## src/rtl/weight_sram_loader_if.sv

```systemverilog
// Byte-stream in, SRAM write port and status out, for weight_sram_loader.
// master = stream source / controller side, slave = the loader.
interface weight_sram_loader_if #(
  parameter int DATA_WIDTH      = 8,
  parameter int SRAM_DATA_WIDTH = 64,
  parameter int ADDR_WIDTH      = 8
);
  logic                       i_start;
  logic [ADDR_WIDTH-1:0]      i_base_addr;
  logic [ADDR_WIDTH-1:0]      i_addr_limit;
  logic [DATA_WIDTH-1:0]      i_data;
  logic                       i_valid;
  logic                       i_last;
  logic                       o_ready;
  logic                       o_sram_write_en;
  logic [ADDR_WIDTH-1:0]      o_sram_write_addr;
  logic [SRAM_DATA_WIDTH-1:0] o_sram_data_in;
  logic                       o_busy;
  logic                       o_done;
  logic [ADDR_WIDTH:0]        o_word_count;
  logic                       o_error;

  modport master (
    output i_start, i_base_addr, i_addr_limit,
    output i_data, i_valid, i_last,
    input  o_ready, o_sram_write_en,
    input  o_sram_write_addr, o_sram_data_in,
    input  o_busy, o_done, o_word_count, o_error
  );

  modport slave (
    input  i_start, i_base_addr, i_addr_limit,
    input  i_data, i_valid, i_last,
    output o_ready, o_sram_write_en,
    output o_sram_write_addr, o_sram_data_in,
    output o_busy, o_done, o_word_count, o_error
  );
endinterface

```

## src/rtl/weight_sram_loader.sv

```systemverilog
// Packs a byte stream into SRAM words written at base + word index.
// WEIGHT_LOADER_LIMIT_CHECK_EN: suppress writes past the latched limit.
module weight_sram_loader #(
  parameter int DATA_WIDTH      = 8,
  parameter int SRAM_DATA_WIDTH = 64,
  parameter int ADDR_WIDTH      = 8
) (
  input logic                 i_clk,
  input logic                 i_rst,
  weight_sram_loader_if.slave bus
);
  localparam int LANES = SRAM_DATA_WIDTH / DATA_WIDTH;
  localparam int LW = (LANES > 1) ? $clog2(LANES) : 1;

  localparam logic [1:0] IDLE  = 2'd0;
  localparam logic [1:0] PACK  = 2'd1;
  localparam logic [1:0] FLUSH = 2'd2;
  localparam logic [1:0] DONE  = 2'd3;

  logic [1:0]                 state;
  logic [LW-1:0]              lane_idx;
  logic [SRAM_DATA_WIDTH-1:0] pack_buf;
  logic [SRAM_DATA_WIDTH-1:0] pack_nxt;
  logic [ADDR_WIDTH-1:0]      base;
  logic [ADDR_WIDTH:0]        word_idx;
  logic [ADDR_WIDTH:0]        word_count;
  logic                       ready;
  logic                       we;
  logic [ADDR_WIDTH-1:0]      waddr;
  logic [SRAM_DATA_WIDTH-1:0] wdata;
  logic                       busy;
  logic                       done;
  logic                       accept;
  logic                       word_end;
  logic                       allow;

  // pack_buf only ever holds filled lanes, so unfilled lanes read as 0
  always_comb begin
    pack_nxt = pack_buf;
    pack_nxt[lane_idx*DATA_WIDTH +: DATA_WIDTH] = bus.i_data;
  end

  assign accept = bus.i_valid && ready;
  assign word_end = accept &&
    (lane_idx == LW'(LANES-1) || bus.i_last);

`ifdef WEIGHT_LOADER_LIMIT_CHECK_EN
  logic [ADDR_WIDTH-1:0] limit;
  logic                  error;

  assign allow = word_idx < {1'b0, limit};

  always_ff @(posedge i_clk) begin
    if (i_rst) begin
      limit <= '0;
      error <= 1'b0;
    end else if (state == IDLE && bus.i_start) begin
      limit <= bus.i_addr_limit;
      error <= 1'b0;
    end else if (word_end && !allow) begin
      error <= 1'b1;
    end
  end

  assign bus.o_error = error;
`else
  logic unused_limit;
  assign unused_limit = ^bus.i_addr_limit;
  assign allow = 1'b1;
  assign bus.o_error = 1'b0;
`endif

  always_ff @(posedge i_clk) begin
    if (i_rst) begin
      state      <= IDLE;
      lane_idx   <= '0;
      pack_buf   <= '0;
      base       <= '0;
      word_idx   <= '0;
      word_count <= '0;
      ready      <= 1'b0;
      we         <= 1'b0;
      waddr      <= '0;
      wdata      <= '0;
      busy       <= 1'b0;
      done       <= 1'b0;
    end else begin
      we    <= 1'b0;
      waddr <= '0;
      wdata <= '0;
      done  <= 1'b0;
      case (state)
        IDLE: if (bus.i_start) begin
          state      <= PACK;
          base       <= bus.i_base_addr;
          lane_idx   <= '0;
          pack_buf   <= '0;
          word_idx   <= '0;
          word_count <= '0;
          ready      <= 1'b1;
          busy       <= 1'b1;
        end
        PACK: if (accept) begin
          if (word_end) begin
            we       <= allow;
            pack_buf <= '0;
            lane_idx <= '0;
            word_idx <= word_idx + 1'b1;
            if (allow) begin
              waddr <= base + word_idx[ADDR_WIDTH-1:0];
              wdata <= pack_nxt;
              word_count <= word_count + 1'b1;
            end
          end else begin
            pack_buf <= pack_nxt;
            lane_idx <= lane_idx + 1'b1;
          end
          if (bus.i_last) begin
            state <= FLUSH;
            ready <= 1'b0;
          end
        end
        FLUSH: begin
          state <= DONE;
          done  <= 1'b1;
        end
        DONE: begin
          state <= IDLE;
          busy  <= 1'b0;
        end
        default: state <= IDLE;
      endcase
    end
  end

  assign bus.o_ready           = ready;
  assign bus.o_sram_write_en   = we;
  assign bus.o_sram_write_addr = waddr;
  assign bus.o_sram_data_in    = wdata;
  assign bus.o_busy            = busy;
  assign bus.o_done            = done;
  assign bus.o_word_count      = word_count;
endmodule
```

## src/flat_wrapper.sv

```systemverilog
// flat-port wrapper written by rule: the top's interface ports become plain ports
module weight_sram_loader_flat 
#(
  parameter int DATA_WIDTH      = 8,
  parameter int SRAM_DATA_WIDTH = 64,
  parameter int ADDR_WIDTH      = 8
)
  (i_clk, i_rst, bus_i_start, bus_i_base_addr, bus_i_addr_limit, bus_i_data, bus_i_valid, bus_i_last, bus_o_ready, bus_o_sram_write_en, bus_o_sram_write_addr, bus_o_sram_data_in, bus_o_busy, bus_o_done, bus_o_word_count, bus_o_error);
  weight_sram_loader_if #(.DATA_WIDTH(DATA_WIDTH), .SRAM_DATA_WIDTH(SRAM_DATA_WIDTH), .ADDR_WIDTH(ADDR_WIDTH)) bus_i ();
  input logic i_clk;
  input logic i_rst;
  input wire logic [$bits(bus_i.i_start)-1:0] bus_i_start;
  input wire logic [$bits(bus_i.i_base_addr)-1:0] bus_i_base_addr;
  input wire logic [$bits(bus_i.i_addr_limit)-1:0] bus_i_addr_limit;
  input wire logic [$bits(bus_i.i_data)-1:0] bus_i_data;
  input wire logic [$bits(bus_i.i_valid)-1:0] bus_i_valid;
  input wire logic [$bits(bus_i.i_last)-1:0] bus_i_last;
  output wire logic [$bits(bus_i.o_ready)-1:0] bus_o_ready;
  output wire logic [$bits(bus_i.o_sram_write_en)-1:0] bus_o_sram_write_en;
  output wire logic [$bits(bus_i.o_sram_write_addr)-1:0] bus_o_sram_write_addr;
  output wire logic [$bits(bus_i.o_sram_data_in)-1:0] bus_o_sram_data_in;
  output wire logic [$bits(bus_i.o_busy)-1:0] bus_o_busy;
  output wire logic [$bits(bus_i.o_done)-1:0] bus_o_done;
  output wire logic [$bits(bus_i.o_word_count)-1:0] bus_o_word_count;
  output wire logic [$bits(bus_i.o_error)-1:0] bus_o_error;
  assign bus_i.i_start = bus_i_start;
  assign bus_i.i_base_addr = bus_i_base_addr;
  assign bus_i.i_addr_limit = bus_i_addr_limit;
  assign bus_i.i_data = bus_i_data;
  assign bus_i.i_valid = bus_i_valid;
  assign bus_i.i_last = bus_i_last;
  assign bus_o_ready = bus_i.o_ready;
  assign bus_o_sram_write_en = bus_i.o_sram_write_en;
  assign bus_o_sram_write_addr = bus_i.o_sram_write_addr;
  assign bus_o_sram_data_in = bus_i.o_sram_data_in;
  assign bus_o_busy = bus_i.o_busy;
  assign bus_o_done = bus_i.o_done;
  assign bus_o_word_count = bus_i.o_word_count;
  assign bus_o_error = bus_i.o_error;
  weight_sram_loader #(.DATA_WIDTH(DATA_WIDTH), .SRAM_DATA_WIDTH(SRAM_DATA_WIDTH), .ADDR_WIDTH(ADDR_WIDTH)) u_core (.i_clk(i_clk), .i_rst(i_rst), .bus(bus_i));
endmodule
```

## config.mk

```make
export PLATFORM = sky130hd
export DESIGN_NAME = weight_sram_loader_flat
export DESIGN_NICKNAME = d
export VERILOG_FILES = /design/src/rtl/weight_sram_loader_if.sv /design/src/rtl/weight_sram_loader.sv /design/src/flat_wrapper.sv
export SDC_FILE = /design/constraint.sdc
export NUM_CORES = 1
export LEC_CHECK = 0
export ABC_CLOCK_PERIOD_IN_PS = 3800
export CAP_MARGIN = 40
export CORE_UTILIZATION = 30
export CTS_CLUSTER_SIZE = 24
export DETAILED_ROUTE_END_ITERATION = 7
export GPL_ROUTABILITY_DRIVEN = 0
export SYNTH_ARGS = -nofsm -noshare
export SYNTH_HDL_FRONTEND = slang
export SYNTH_SLANG_ARGS = --single-unit
export TNS_END_PERCENT = 1
```

## constraint.sdc

```tcl
create_clock -name i_clk -period 3.8 [get_ports i_clk]
set_clock_uncertainty 0.05 [all_clocks]
set_input_delay 0.57 -clock i_clk [delete_from_list [all_inputs] [get_ports i_clk]]
set_output_delay 0.57 -clock i_clk [all_outputs]
set_load 0.1 [all_outputs]
```

* Word level (Yosys, flattened, before mapping)
Cells that the tools add are included.
** Word-level totals
- Word-level logic and storage cells :: 71
- Flip-flop bits (word level) :: 171
- Bits of input ports :: 29
** Operators by class
- Equality and inequality tests :: 8
- Add/sub/neg operators :: 5
- Shift operators :: 2
- Bitwise operators :: 3
- Reduce and logical (&&, ||, !) cells :: 14
- Multiplexer cells :: 27
** Operators with widths (count)
- 64-bit two-way mux :: 3
- 64-bit case mux with 2 select lines :: 1
- 64-bit bitwise mux :: 1
- 8-bit by 34-bit variable shift with 64-bit output, first input constant :: 1
- 8-bit by 34-bit variable part select with 64-bit output :: 1
- 9-bit two-way mux :: 5
- 9-bit case mux with 2 select lines :: 2
- 6-bit negation with 34-bit output :: 1
- 9-bit by 1-bit adder with 9-bit output, second input constant :: 2
- 3-bit two-way mux :: 3
- 8-bit adder :: 1
- 2-bit case mux with 4 select lines :: 1
- 4-bit AND reduction :: 2
- 2-bit two-way mux :: 3
- 3-bit case mux with 2 select lines :: 1
- 3-bit AND reduction :: 2
- 1-bit two-way mux :: 5
- 2-bit == test, second input constant :: 2
- 2-bit by 1-bit != test with 1-bit output, second input constant :: 2
- 2-bit != test, second input constant :: 2
- 1-bit case mux with 2 select lines :: 2
- 2-bit AND reduction :: 2
- 2-bit nonzero test :: 2
- 4-bit OR reduction :: 1
- 8 further kinds :: 11

* Depth between registers and ports, before layout
Gate-level depths: netlist (run 1).
- Depth in word-level cells :: 6
- Mapped depth :: 9
- Depth with buffers taken out :: 7

* Worst setup path after synthesis (run 1)
Ideal clock, no wire load.
- Path kind :: register to register
- Start point :: register u_core.ready, in the netlist u_core.bus.o_ready
- End point :: register u_core.waddr[5], in the netlist u_core.bus.o_sram_write_addr[5]
- Path buffers :: 1
- Slack :: 1.403 ns
- Stages on the path, launching flop included :: 6
- Data arrival time :: 2.288 ns
- Cells stage by stage :: dfxtp_1 -> nand3_4 -> or3_1 -> clkbuf_1 -> or4_1 -> nand2_1
** On the way
- Longest elaborated chain between the ends :: 4
** Ends and longest elaborated chain
- start, declared :: line weight_sram_loader.sv:27 : logic ready;
- start signal, assigned :: line weight_sram_loader.sv:81 : ready <= 1'b0;
- start signal, assigned :: line weight_sram_loader.sv:100 : ready <= 1'b1;
- start signal, assigned :: line weight_sram_loader.sv:120 : ready <= 1'b0;
- 1-bit logical AND * :: line weight_sram_loader.sv:43 : assign accept = bus.i_valid && ready;
- 1-bit logical AND :: line weight_sram_loader.sv:44 : assign word_end = accept &&
- 1-bit inverter (no line)
- 4-bit OR reduction (no line) *
- end signal, assigned :: line weight_sram_loader.sv:110 : waddr <= base + word_idx[ADDR_WIDTH-1:0];
- end, declared :: line weight_sram_loader.sv:29 : logic [ADDR_WIDTH-1:0] waddr;
Every way passes the cells marked *; elsewhere a longest branch is shown, timed or not.
A chain may end at the register's enable or synchronous reset.

* Worst setup path in the final report (run 1)
- Start point :: register u_core.lane_idx[0]
- End point :: register u_core.pack_buf[36]
** On the way
- Longest elaborated chain between the ends :: 6
** Ends and longest elaborated chain
- start, declared :: line weight_sram_loader.sv:21 : logic [LW-1:0] lane_idx;
- start signal, assigned :: line weight_sram_loader.sv:116 : lane_idx <= lane_idx + 1'b1;
- 6-bit negation with 34-bit output / 3-bit == test (equally long branches) :: line weight_sram_loader.sv:40, weight_sram_loader.sv:45
- 8-bit by 34-bit variable part select with 64-bit output, or another cell as far along :: line weight_sram_loader.sv:40 : pack_nxt[lane_idx*DATA_WIDTH +: DATA_WIDTH] = bus.i_data;
- 64-bit bitwise mux / 1-bit logical AND (equally long branches) :: line weight_sram_loader.sv:40, weight_sram_loader.sv:44
- 64-bit two-way mux * :: line weight_sram_loader.sv:104 : if (word_end) begin
- 64-bit two-way mux * :: line weight_sram_loader.sv:103 : PACK: if (accept) begin
- 64-bit case mux with 2 select lines * :: line weight_sram_loader.sv:92 : case (state)
- end signal, assigned :: line weight_sram_loader.sv:115 : pack_buf <= pack_nxt;
- end, declared :: line weight_sram_loader.sv:22 : logic [SRAM_DATA_WIDTH-1:0] pack_buf;
Every way passes the cells marked *; elsewhere a longest branch is shown, timed or not. The select of a mux whose other input is x is not followed.

==> results of run 1 <==
-- worst max-delay path, stage by stage (launching register included) --
cell and delay (ns):
dfxtp_1 0.44, inv_1 0.17, ha_1 0.25, ha_1 0.55, nor4bb_2 0.50, buf_4 0.27
o21ai_2 0.13, a32o_1 0.33
-- logic make-up after synthesis --
family	synth area share, %
adder cells (fa/ha/maj)	3.981
other	0.05524
AND/OR/NAND/NOR	18.26
multiplexers	1.622
XOR/XNOR	0.7742
AO/OA/AOI/OAI	21.12
flip-flops	50.13
buffers and inverters	4.054
-- registers in the layout, indices dropped and copies added, names as in the netlist, 2 cells and up --
name and count:
u_core.state 2, u_core.bus.o_sram_write_addr 8, u_core.base 8, u_core.bus.o_word_count 9
u_core.lane_idx 3, u_core.bus.o_sram_data_in 64, u_core.word_idx 8, u_core.pack_buf 64
-- layer usage --
layer	global-route usage [%]	share of wire, %
met5	0	0
met2	26.53	49
met4	5.483	1.2
met3	3.299	4.1
met1	20.59	46
-- path summary, 6_finish.rpt --
path	to	slack, ns	depth (start not counted)
min	u_core.bus.o_sram_data_in[30]	0.40	2
min reg2reg	u_core.bus.o_sram_data_in[30]	0.40	2
max reg2reg	u_core.pack_buf[36]	0.99	7
max	u_core.pack_buf[36]	0.99	7
-- metrics by stage --
stage	instances	hold WS [ns]	setup slack [ns]	cell area [sq um]	util, %
6_report	1165	0.4032	0.9858	9995	45.38
4_1_cts	1165	0.4063	0.9714	9995	45.38
3_3_place_gp	1048	0.3963	0.9168	8039	36.50
2_1_floorplan	709	0.3857	1.403	6789	-
3_5_place_dp	1133	0.3956	0.9128	9390	42.63
5_1_grt	1165	0.4142	0.7323	9995	45.38
-- power breakdown --
part | internal [mW] | total (mW) | switching (mW)
clock | 0.890 | 1.74 | 0.849
combinational | 0.244 | 0.789 | 0.545
sequential | 1.82 | 1.86 | 0.0386
-- final cells by class --
type,instances,area [sq um]
inverter,11,41.29
clock inverter,15,178.9
fill,2076,12030
sequential,170,3403
multi-input combinational,474,3133
clock buffer,17,425.4
timing repair buffer,198,2462
tap,280,350.3
-- layout by cell type (no fill, tap or decap), drive strengths merged, types with 3 or more instances in the layout --
cell / n
dfxtp: 170
clkdlybuf4s50: 105
buf: 93
nand2: 87
a21oi: 78
nand3: 66
a32o: 64
nor2: 36
ha: 20
clkbuf: 17
inv: 17
mux2i: 11
o21ai: 10
or4: 7
or3: 7
nor3b: 7
clkinv: 7
and3: 6
o22ai: 6
nor3: 6
a211oi: 5
o211ai: 5
a22oi: 4
o21a: 4
and2: 4
o31ai: 4
nor2b: 3
xnor2: 3
nand3b: 3
xor2: 3
nand4: 3
==> results.yml, run 1 <==
yosys:
  synth_edf_count: 0
  yosys.area.top_type: "dfxtp_1"
  synth_seq_cells: 170
  synth_ff_type: "dfxtp_1"
  netlist_area_sq_um: 6789
  synth-seq-area-share_pct: 50.13
  syn_area_per_cell_sq_um: 9.575
  syn-num-nets: 759
  yosys-top-cells-count: "dfxtp_1 (170), nand2_1 (87), a21oi_1 (77)"
  synth.distinct_cells: 58
  netlist_instances: 709
  netlist.area_leader.share_pct: 50.13
  yosysMostFrequentCell: "dfxtp_1"
  async_flop_share_pct: 0
  yosysWarnings: 0
  synthTopCellsByArea: "dfxtp_1 (50%), a32o_1 (9.4%), a21oi_1 (5.7%)"
timing:
  fmax_mhz: 355.3
  finalMaxSlewViolations: 0
  setup_viol: 0
  min_period_ns: 2.814
  rsz0062_at_grt: "no"
  final-hold-violation-count: 0
  final.setup.tns_ns: 0
  fin_crit_sh_pct: 74.06
  relSlewSlack_pct: 42.60
  tightest_slew_ns: 0.8584
global_routing:
  grt_max_degree: 37
  grt_pass1_wl_mm: 29.57
  grt_pass1_vias: 5685
  grt_usage_pct: 15.98
  gr-total-overflow: 0
  antenna_found_initial: 0
clock_network:
  clkTransAtPathRegs_ns: 0.07
  cts_tree: "done"
  cts_resized: 0
  clock-sinks: 170
  post_cts_buffers: 0
  htreeDepth: 4
  cts_root_buffer: "clkbuf_16"
  cts_buffers: 17
  ctsHoldBuffers: 0
  clk_latency_ns: 0.43
  clk_path_buf_depth: 2
setup_path:
  start_kind: "flop"
  r2r-start: "u_core.lane_idx[0]"
  startpoint: "u_core.lane_idx[0]"
  crit_type: "flop to flop"
  cp.arrival_ns: 3.08
  cp-end-kind: "flop"
  crit_path_max_fanout: 15
  critPathRequiredTime_ns: 4.06
run_status:
  status: "completed"
die:
  die_w_um: 152.4
  core_sq_um: 22030
  ios: 115
  die_area_sq_um: 23230
  start_util_pct: 30.82
  die_h_um: 152.4
  rows: 54
power:
  leakage_nw: 3.495
  p_per_area_nw_per_um2: 438.8
  irDropWorstVdd_v: 0.0003568
  power_mw: 4.385
detailed_routing:
  first_pass_iters: 7
  route.vias.total: 5994
  ant_nets: 0
  routed_wl_mm: 18.13
  route.detailed.drc: 0
  drt-wirelength-per-cell_um: 15.56
  vias_per_cell: 5.145
  drt_iter0_markers: 341
job:
  cap_violations: 0
min_path:
  hold_start: "u_core.pack_buf[30]"
  min_path_type: "flop to flop"
placed_design:
  dpl.hpwl_mm: 12.19
  io_buffer_count: 105
layout:
  area_growth_pct: 47.22
  layout-drive-gt1-share_pct: 17.74
  nets: 922
  diodes: 0
Power figures use the tool's default switching activity.
==> inputs of run 2 (changes only) <==
ABC_CLOCK_PERIOD_IN_PS = 2750   (was 3800)
clock period = 2.75 ns   (was 3.8 ns; I/O delays follow)
==> results.yml, run 2 (synthesis results as in run 1) <==
clock_network:
  ctsHoldBuffers: 0
  clock-sinks: 170
  cts_tree: "done"
  cts_resized: 0
  htreeDepth: 4
  cts_buffers: 17
  post_cts_buffers: 0
  cts_root_buffer: "clkbuf_16"
  clk_path_buf_depth: 2
  clkTransAtPathRegs_ns: 0.07
  clk_latency_ns: 0.43
global_routing:
  grt_pass1_vias: 5328
  grt_usage_pct: 15.30
  gr-total-overflow: 0
  grt_max_degree: 33
  antenna_found_initial: 0
  grt_pass1_wl_mm: 28.26
detailed_routing:
  ant_nets: 0
  route.vias.total: 5655
  route.detailed.drc: 7
  vias_per_cell: 5.141
  drt-wirelength-per-cell_um: 15.76
  drt_iter0_markers: 431
  first_pass_iters: 8
  routed_wl_mm: 17.33
setup_path:
  cp-end-kind: "flop"
  cp.arrival_ns: 2.83
  slowest_delay_ns: 0.54
  critPathRequiredTime_ns: 3.02
  rr_worst_depth: 7
  r2r-start: "u_core.lane_idx[0]"
  crit_type: "flop to flop"
  crit_path_max_fanout: 15
  r2r_end: "u_core.pack_buf[34]"
  cp_slowest_cell: "ha_1"
  path_buf_inv: 2
  start_kind: "flop"
  crit_top_cell: "ha_1"
  rrSetupSlack_ns: 0.19
  crit_family: "adder cells"
  crit_chain: "inv_1, ha_1, ha_1, nor4bb_2, buf_4, o21ai_2, a32o_1"
timing:
  final-hold-violation-count: 0
  finalMaxSlewViolations: 0
  min_period_ns: 2.561
  fin_crit_sh_pct: 93.12
  tightest_slew_ns: 0.8857
  setup_viol: 0
  final.setup.tns_ns: 0
  rsz0062_at_grt: "no"
  fmax_mhz: 390.5
  setup_ws_ns: 0.1893
  relSlewSlack_pct: 40.77
placed_design:
  dpl.hpwl_mm: 11.46
  post-place-cells: 1068
  place_area_sq_um: 7976
  dp_slack_ns: 0.1407
  io_buffer_count: 105
die:
  die_h_um: 152.4
  start_util_pct: 30.82
  ios: 115
  core_sq_um: 22030
  die_w_um: 152.4
  die_area_sq_um: 23230
  rows: 54
layout:
  final_area_sq_um: 8574
  area_growth_pct: 26.30
  nets: 857
  final_common_cell: "dfxtp_1"
  diodes: 0
  layout-drive-gt1-share_pct: 21.59
  fin_cells: 1100
  mostFrequentLayoutCells: "dfxtp_1 (170), buf_4 (113), nand2_1 (87)"
  multiInputGateArea_sq_um: 3133
  register_area_sq_um: 3403
  fillers: 2217
run_status:
  violations: "design-rule violations"
  status: "finished, violations left"
min_path:
  min_path_type: "flop to flop"
  hold_path_depth: 2
  hold_end: "u_core.bus.o_sram_data_in[16]"
  hold_start: "u_core.pack_buf[16]"
power:
  p_per_area_nw_per_um2: 702.8
  leakage_nw: 3.133
  power_mw: 6.026
  irDropWorstVdd_v: 0.0005248
job:
  cap_violations: 0
-- run 2: layer usage --
layer  vias up  global-route usage [%]  share of wire (%)
met3        17                   3.669                5.3
met2       142                   24.16                 46
met1      2691                   20.34                 47
met5         -                       0                  0
li1       2805                       -                  -
met4         0                   5.387                1.6
-- run 2: through the flow --
stage / utilization (%) / hold WS, ns
after floorplan: - / 0.3857
after global placement: 36.21 / 0.3959
after detailed placement: 36.21 / 0.3963
after CTS: 38.93 / 0.4073
after global routing: 38.93 / 0.4290
final: 38.93 / 0.4073
-- run 2: area by class of cell --
cell class	count	area share, %
flip-flops and latches	170	39.69
multi-input cells	474	36.54
well taps	280	4.086
clock inverters	15	2.014
inverters	11	0.4815
clock buffers	17	4.961
repair buffers	133	12.23
-- run 2: power breakdown --
group,switching (mW),internal [mW]
Sequential,0.0504,2.51
Combinational,0.748,0.305
Clock,1.11,1.30
-- run 2: tightest hold or removal path, stage by stage (launching register included) --
cell and delay (ns):
dfxtp_1 0.31, nand2_1 0.05, a21oi_1 0.05
-- run 2: worst max-delay path by stage --
stage                       start  cells after the start                               to
4_1_cts        u_core.lane_idx[0]                      7              u_core.pack_buf[32]
3_5_place_dp          bus_i_valid                      5              u_core.pack_buf[41]
2_1_floorplan  u_core.bus.o_ready                      5  u_core.bus.o_sram_write_addr[5]
3_3_place_gp          bus_i_valid                      5              u_core.pack_buf[11]
5_1_grt        u_core.lane_idx[0]                      8              u_core.pack_buf[37]
6_report       u_core.lane_idx[0]                      7              u_core.pack_buf[34]
==> inputs of run 3 (changes only) <==
CAP_MARGIN = unset   (was 40)
==> results of run 3 <==
Final layout, timing and power as in run 2 (identical DEF).
